## config.mk

```make
export PLATFORM = sky130hd
export DESIGN_NAME = im_loader
export DESIGN_NICKNAME = d
export VERILOG_FILES = /design/src/rtl/im_loader.sv
export SDC_FILE = /design/constraint.sdc
export NUM_CORES = 1
export LEC_CHECK = 0
export ABC_CLOCK_PERIOD_IN_PS = 4200
export BUFFER_PORTS_ARGS = -buffer_cell sky130_fd_sc_hd__buf_2
export CORE_UTILIZATION = 45
export CTS_BUF_LIST = sky130_fd_sc_hd__clkbuf_4 sky130_fd_sc_hd__clkbuf_8
export DETAILED_ROUTE_END_ITERATION = 12
export SETUP_SLACK_MARGIN = 0.05
export SLEW_MARGIN = 20
export SYNTH_ARGS = -nofsm -noshare
export SYNTH_HDL_FRONTEND = slang
export SYNTH_SLANG_ARGS = --single-unit
```

## constraint.sdc

```tcl
create_clock -name clk -period 4.2 [get_ports clk]
set_input_delay 0.63 -clock clk [delete_from_list [all_inputs] [get_ports clk]]
set_output_delay 0.63 -clock clk [all_outputs]
set_load 0.02 [all_outputs]
```

## src/rtl/im_loader.sv

```systemverilog
// Loads an instruction memory from a byte stream. The stream is a 16-bit little-endian
// word count followed by that many little-endian 32-bit words. The core is stalled while a load runs.
module im_loader #(
  parameter int DEPTH = 256,
  parameter int AW    = 8
) (
  input  logic          clk,
  input  logic          rst,
  input  logic          start,
  input  logic          rx_valid,
  input  logic [7:0]    rx_data,
  output logic          rx_ready,
  output logic          we,
  output logic [AW-1:0] waddr,
  output logic [31:0]   wdata,
  output logic          cpu_stall,
  output logic          busy,
  output logic          done,
  output logic          err
);

  typedef enum logic [2:0] {IDLE, LEN_LO, LEN_HI, BYTE, WRITE, DONE} state_t;

  localparam logic [16:0] DEPTH_W = 17'(DEPTH);

  state_t        state, nxt;
  logic [7:0]    len_lo;
  logic [15:0]   len;
  logic [AW-1:0] idx;
  logic [1:0]    bcnt;
  logic [23:0]   word;
  logic          take;
  logic [15:0]   n_rx;
  logic          last;
  logic          too_big;

  assign take    = rx_valid & rx_ready;
  assign n_rx    = {rx_data, len_lo};
  assign too_big = {1'b0, n_rx} > DEPTH_W;
  assign last    = (16'(idx) == len - 16'd1);

  always_ff @(posedge clk or posedge rst) begin
    if (rst) state <= IDLE;
    else     state <= nxt;
  end

  always_comb begin
    nxt = state;
    case (state)
      IDLE:   if (start) nxt = LEN_LO;
      LEN_LO: if (take) nxt = LEN_HI;
      LEN_HI: if (take) begin
                if (n_rx == 16'd0) nxt = DONE;
                else if (too_big)  nxt = IDLE;
                else               nxt = BYTE;
              end
      BYTE:   if (take && bcnt == 2'd3) nxt = WRITE;
      WRITE:  nxt = last ? DONE : BYTE;
      DONE:   nxt = IDLE;
      default: nxt = IDLE;
    endcase
  end

  always_comb begin
    rx_ready  = (state == LEN_LO) || (state == LEN_HI) || (state == BYTE);
    we        = (state == WRITE);
    done      = (state == DONE);
    busy      = (state != IDLE);
    cpu_stall = (state != IDLE);
  end

  // waddr/wdata are loaded as the 4th byte lands, so they are valid throughout WRITE and hold afterwards
  always_ff @(posedge clk or posedge rst) begin
    if (rst) begin
      err    <= 1'b0;
      len_lo <= '0;
      len    <= '0;
      idx    <= '0;
      bcnt   <= '0;
      word   <= '0;
      waddr  <= '0;
      wdata  <= '0;
    end else begin
      case (state)
        IDLE: if (start) begin
          err  <= 1'b0;
          idx  <= '0;
          bcnt <= '0;
        end
        LEN_LO: if (take) len_lo <= rx_data;
        LEN_HI: if (take) begin
          len <= n_rx;
          if (too_big) err <= 1'b1;
        end
        BYTE: if (take) begin
          bcnt <= bcnt + 2'd1;
          case (bcnt)
            2'd0: word[7:0]   <= rx_data;
            2'd1: word[15:8]  <= rx_data;
            2'd2: word[23:16] <= rx_data;
            default: begin
              wdata <= {rx_data, word};
              waddr <= idx;
            end
          endcase
        end
        // last word leaves idx in place so a full-depth load never wraps it
        WRITE: if (!last) idx <= idx + 1'b1;
        default: ;
      endcase
    end
  end

endmodule

```

# Yosys cells after proc, flatten, opt, wreduce, memory -nomap -nowiden
# Index checks and enable logic that the tools add are counted.
[totals] regBits=102 latchBits=0 ram_bits=0 romBits=0 input_bits=12 output_inout_bits=46 mem_count=0
[classes] add_sub_neg=3 mul=0 div_mod_pow=0 magnitude_cmp=1 n_eq_ne=16 shifts=0 muxes=18 bitwise_logic=2 reduce_logical=21
[op_table] operator="2-to-1 mux 3 bit" n=6
[op_table] operator="AND reduction 3 bit" n=6
[op_table] operator="== test 8 x 16 -> 1 bit" n=1
[op_table] operator="greater-than comparator 16 x 9 -> 1 bit, second input constant" n=1
[op_table] operator="logical NOT 16 bit" n=1
[op_table] operator="2-to-1 mux 8 bit" n=2
[op_table] operator="case mux 8 bit (2 select lines)" n=1
[op_table] operator="subtractor 16 x 1 -> 16 bit, second input constant" n=1
[op_table] operator="case mux 3 bit (5 select lines)" n=1
[op_table] operator="!= test 2 bit, second input constant" n=7
[op_table] operator="adder 8 x 1 -> 8 bit, second input constant" n=1
[op_table] operator="AND reduction 4 bit" n=2
[op_table] operator="== test 3 x 2 -> 1 bit, second input constant" n=2
[op_table] operator="== test 3 bit, second input constant" n=2
[op_table] operator="2-to-1 mux 2 bit" n=3
[op_table] operator="nonzero test 2 bit" n=3
[op_table] operator="== test 2 bit, second input constant" n=2
[op_table] operator="case mux 2 bit (2 select lines)" n=1
[op_table] operator="AND reduction 2 bit" n=2
[op_table] operator="== test 3 x 1 -> 1 bit, second input constant" n=1
[op_table] operator="logical NOT 3 bit" n=1
[op_table] operator="2-to-1 mux 1 bit" n=3
[op_table] operator="nonzero test 3 bit" n=1
[op_table] operator="OR reduction 3 bit" n=1
[op_table] operator="other kinds (8)" n=9

# Depth between registers and ports, before layout
[depth] depth_word=7 mapped_depth=11 ltp_nobuf=9

# Worst setup path before layout
# Ideal clock, no wire load.
[synth_path] path_kind="reg2reg" startpoint="register len[0]" endpoint="register idx[0]" arrival_ps=2465 setup_slack_ps=1610 stages_incl_launch_ff=9 cell_sequence="dfrtp_1 > inv_1 > ha_1 > or4b_1 > a211o_1 > a2111oi_2 > and4_4 > nor2b_2 > mux2_4"
[synth_via] elab_chain_cells=4
[synth_rtl] element="start, declared" line_no="28" rtl="logic [15:0] len;"
[synth_rtl] element="start signal, assigned" line_no="92" rtl="len <= n_rx;"
[synth_rtl] element="subtractor 16 x 1 -> 16 bit" line_no="40" rtl="assign last = (16'(idx) == len - 16'd1);"
[synth_rtl] element="== test 8 x 16 -> 1 bit" line_no="40"
[synth_rtl] element="!= test 2 bit (no source line)"
[synth_rtl] element="AND reduction 3 bit (no source line)"
[synth_rtl] element="end signal, assigned" line_no="108" rtl="WRITE: if (!last) idx <= idx + 1'b1;"
[synth_rtl] element="end, declared" line_no="29" rtl="logic [AW-1:0] idx;"
# Every way passes these cells.
# A chain may end at the register's enable or synchronous reset.

# Final worst setup path
# Ends and elaborated chain as after synthesis.

==> summary.txt <==
Synth
  – Post-synth cell types: 52
  – Most used flip-flop cell after synthesis: dfrtp_1
  – Mean Syn Cell Area: 12.7 µm²
  – Synth top area share: 55.6%
  – Area leader, netlist: dfrtp_1
  – Async set or reset register ratio after synthesis: 100%
  – Synth top cells by count: 102 x dfrtp_1, 85 x mux2_2, 19 x nand2_1
  – YS warnings: 0
  – Syn Std Cell Area: 0.00459 mm²
  – Yosys reg bits: 102
  – Seq/Total Area, Yosys: 55.6%
  – Top cells by area, synth: dfrtp_1 56%, mux2_2 21%, ha_1 1.9%
  – EDFF count, synth: 0
  – Cells after Synth: 361
  – Most frequent cell after synthesis: dfrtp_1
  – Syn Nets: 380

CTS
  – Sink Count: 102
  – CTS resizes: 0
  – Setup Buffers After CTS: 0
  – Clk Latency, worst-skew pair: 0.36 ns
  – CTS root buffer: clkbuf_8
  – Number of CTS-inserted buffers: 9
  – Post-cts hold buffer count: 0
  – H-tree depth: 3
  – Clock Pin Slew Worst Setup and Hold Paths: 0.10 ns
  – CTS tree: done
  – CTS Buffer Depth: 2

Finish
  – Fin nets: 440
  – Fraction of layout cells with a size suffix above 1: 40.6%
  – Post-route cell area: 0.00521 mm²
  – Area Growth Syn to Fin: 13.5%
  – Diodes inserted: 0

Timing
  – Minimum clock period: 3.00 ns
  – Final clock skew: 0.0129 ns
  – Final setup viols: 0
  – Fin crit share: 71.4%
  – Worst slew pin tran: 1.05 ns
  – Final Max Slew Viols: 0
  – Post-route setup slack: 1.20 ns
  – Final Hold Viols: 0
  – Max Clock Freq: 333 MHz
  – Slew headroom: 30.0%
  – Final TNS setup: 0 ns
  – Unrepaired setup endpoints after global routing: false
  – Hold_ws: 0.477 ns

Place
  – Post-DP HPWL: 6570 µm
  – Port bufs: 57
  – Routability Congestion: 0.868
  – Post-placement setup slack: 1.23 ns
  – Area of placed instances: 0.00502 mm²

GRT
  – Largest net degree at the start of global routing: 78
  – First-pass GRT wire length: 15,800 µm
  – GRT Residual Overflow: 0
  – Total track usage: 20.0%
  – Initial antenna violation count: 0
  – Vias in the first global route: 3,019

Detailed routing
  – DRC: 0
  – WL final: 9530 µm
  – Vias: 3,015
  – Initial drt markers: 103
  – Detailed Routing Iterations Pass 1: 4
  – Routed len/inst: 17.0 µm
  – Vias/cell: 5.39
  – Antenna Nets Post-Route: 0

Setup path
  – Critical path arrival: 3.25 ns
  – CP endpoint kind: flop
  – Worst Setup Start Kind: flop
  – Max Fanout on Critical Path: 13
  – Critical path class: reg -> reg
  – Req. time, crit path: 4.45 ns

Floorplanning
  – Starting Density: 46.8%
  – Die height: 103 µm
  – IO Pins: 58
  – # rows: 36
  – Die area: 0.0106 mm²
  – Die X: 103 µm
  – Core region area: 0.00982 mm²

Flow run
  – Max cap viols: 0

Pwr
  – PD cells: 665 mW/mm²
  – Static leakage: 2.51 nW
  – VDD IR max: 320 µV

Hold path
  – Hold Crit Class: in -> async

Status
  – Status: finished clean
## final timing paths
path,start,endpoint,slack (ns),depth (start not counted)
min in group clk,waddr[5],waddr[5],0.49,2
worst min register to register,waddr[5],waddr[5],0.49,2
worst max-delay path,len[0],idx[0],1.20,8
worst max register to register,len[0],idx[0],1.20,8
worst min-delay path,rst,wdata[8],0.48,2
max in group asynchronous,rst,len[1],2.83,3
## state kept, by name, indices dropped and copies added, names as in the netlist
signal	flops
len_lo	8
err	1
state	3
wdata	32
idx	8
len	16
word	24
bcnt	2
waddr	8
## cells in the final DEF, fill, tap and decap left out, types with 6 or more instances in the layout
cell type / Yosys / layout
dfrtp_1: 102 / 102
mux2_2: 85 / 85
buf_2: 0 / 57
nand2_1: 19 / 18
nor2_1: 14 / 14
a21oi_1: 14 / 14
clkbuf_8: 0 / 10
inv_1: 10 / 9
or3_1: 9 / 9
o21ai_0: 8 / 8
ha_1: 7 / 7
nor4_1: 6 / 6
nand3_1: 6 / 6
o21ai_1: 6 / 6
## per-stage QoR
| step | power (mW) | util, % | std cells |
|---|---|---|---|
| 6_report | 3.47 | 53.1 | 559 |
| 5_1_grt | 3.72 | 53.1 | 559 |
| 4_1_cts | 3.51 | 53.1 | 559 |
| 3_5_place_dp | 2.90 | 51.1 | 543 |
| 3_3_place_gp | 2.85 | 51.1 | 543 |
| 2_1_floorplan | 2.53 | - | 361 |
## routing by layer
metal	part of all wire (%)	up-vias	global-route usage (%)
li1	-	1438	-
met1	48	1507	27.4
met2	47	60	32.3
met3	3.6	10	4.68
met4	0.91	0	4.98
met5	0	-	0
## critical path, cell delays in order (launching register included)
cell and delay, ns:
dfrtp_1 0.42, inv_1 0.08, ha_1 0.33, or4b_1 0.55
a211o_1 0.32, a2111oi_2 0.43, and4_4 0.38, nor2b_2 0.08
mux2_4 0.29
## cell type report
type	count	area (µm²)
Fill cell	915	4610
Clock buffer	10	138
Sequential cell	102	2550
Multi-Input combinational cell	237	1950
Tap cell	133	166
Inverter	10	40.0
Timing Repair Buffer	61	315
Clock inverter	6	51.3
## power by group
part           internal, mW  switching (mW)  total [mW]
logic                 0.594           0.652        1.25
registers              1.35           0.280        1.63
clock network         0.242           0.351       0.592
total                  2.19            1.28        3.47
## cell families (layout without fill, tap and decap cells)
kind of cell | Yosys count | in the layout | share of synthesized area (%)
fa+ha+maj | 7 | 7 | 1.91
mux | 88 | 88 | 21.7
compound gates | 50 | 50 | 7.03
flops | 102 | 102 | 55.6
buf+inv | 22 | 87 | 2.07
xor+xnor | 7 | 7 | 1.34
simple gates | 85 | 85 | 10.4
No activity file was read; power rests on OpenSTA's default activity.
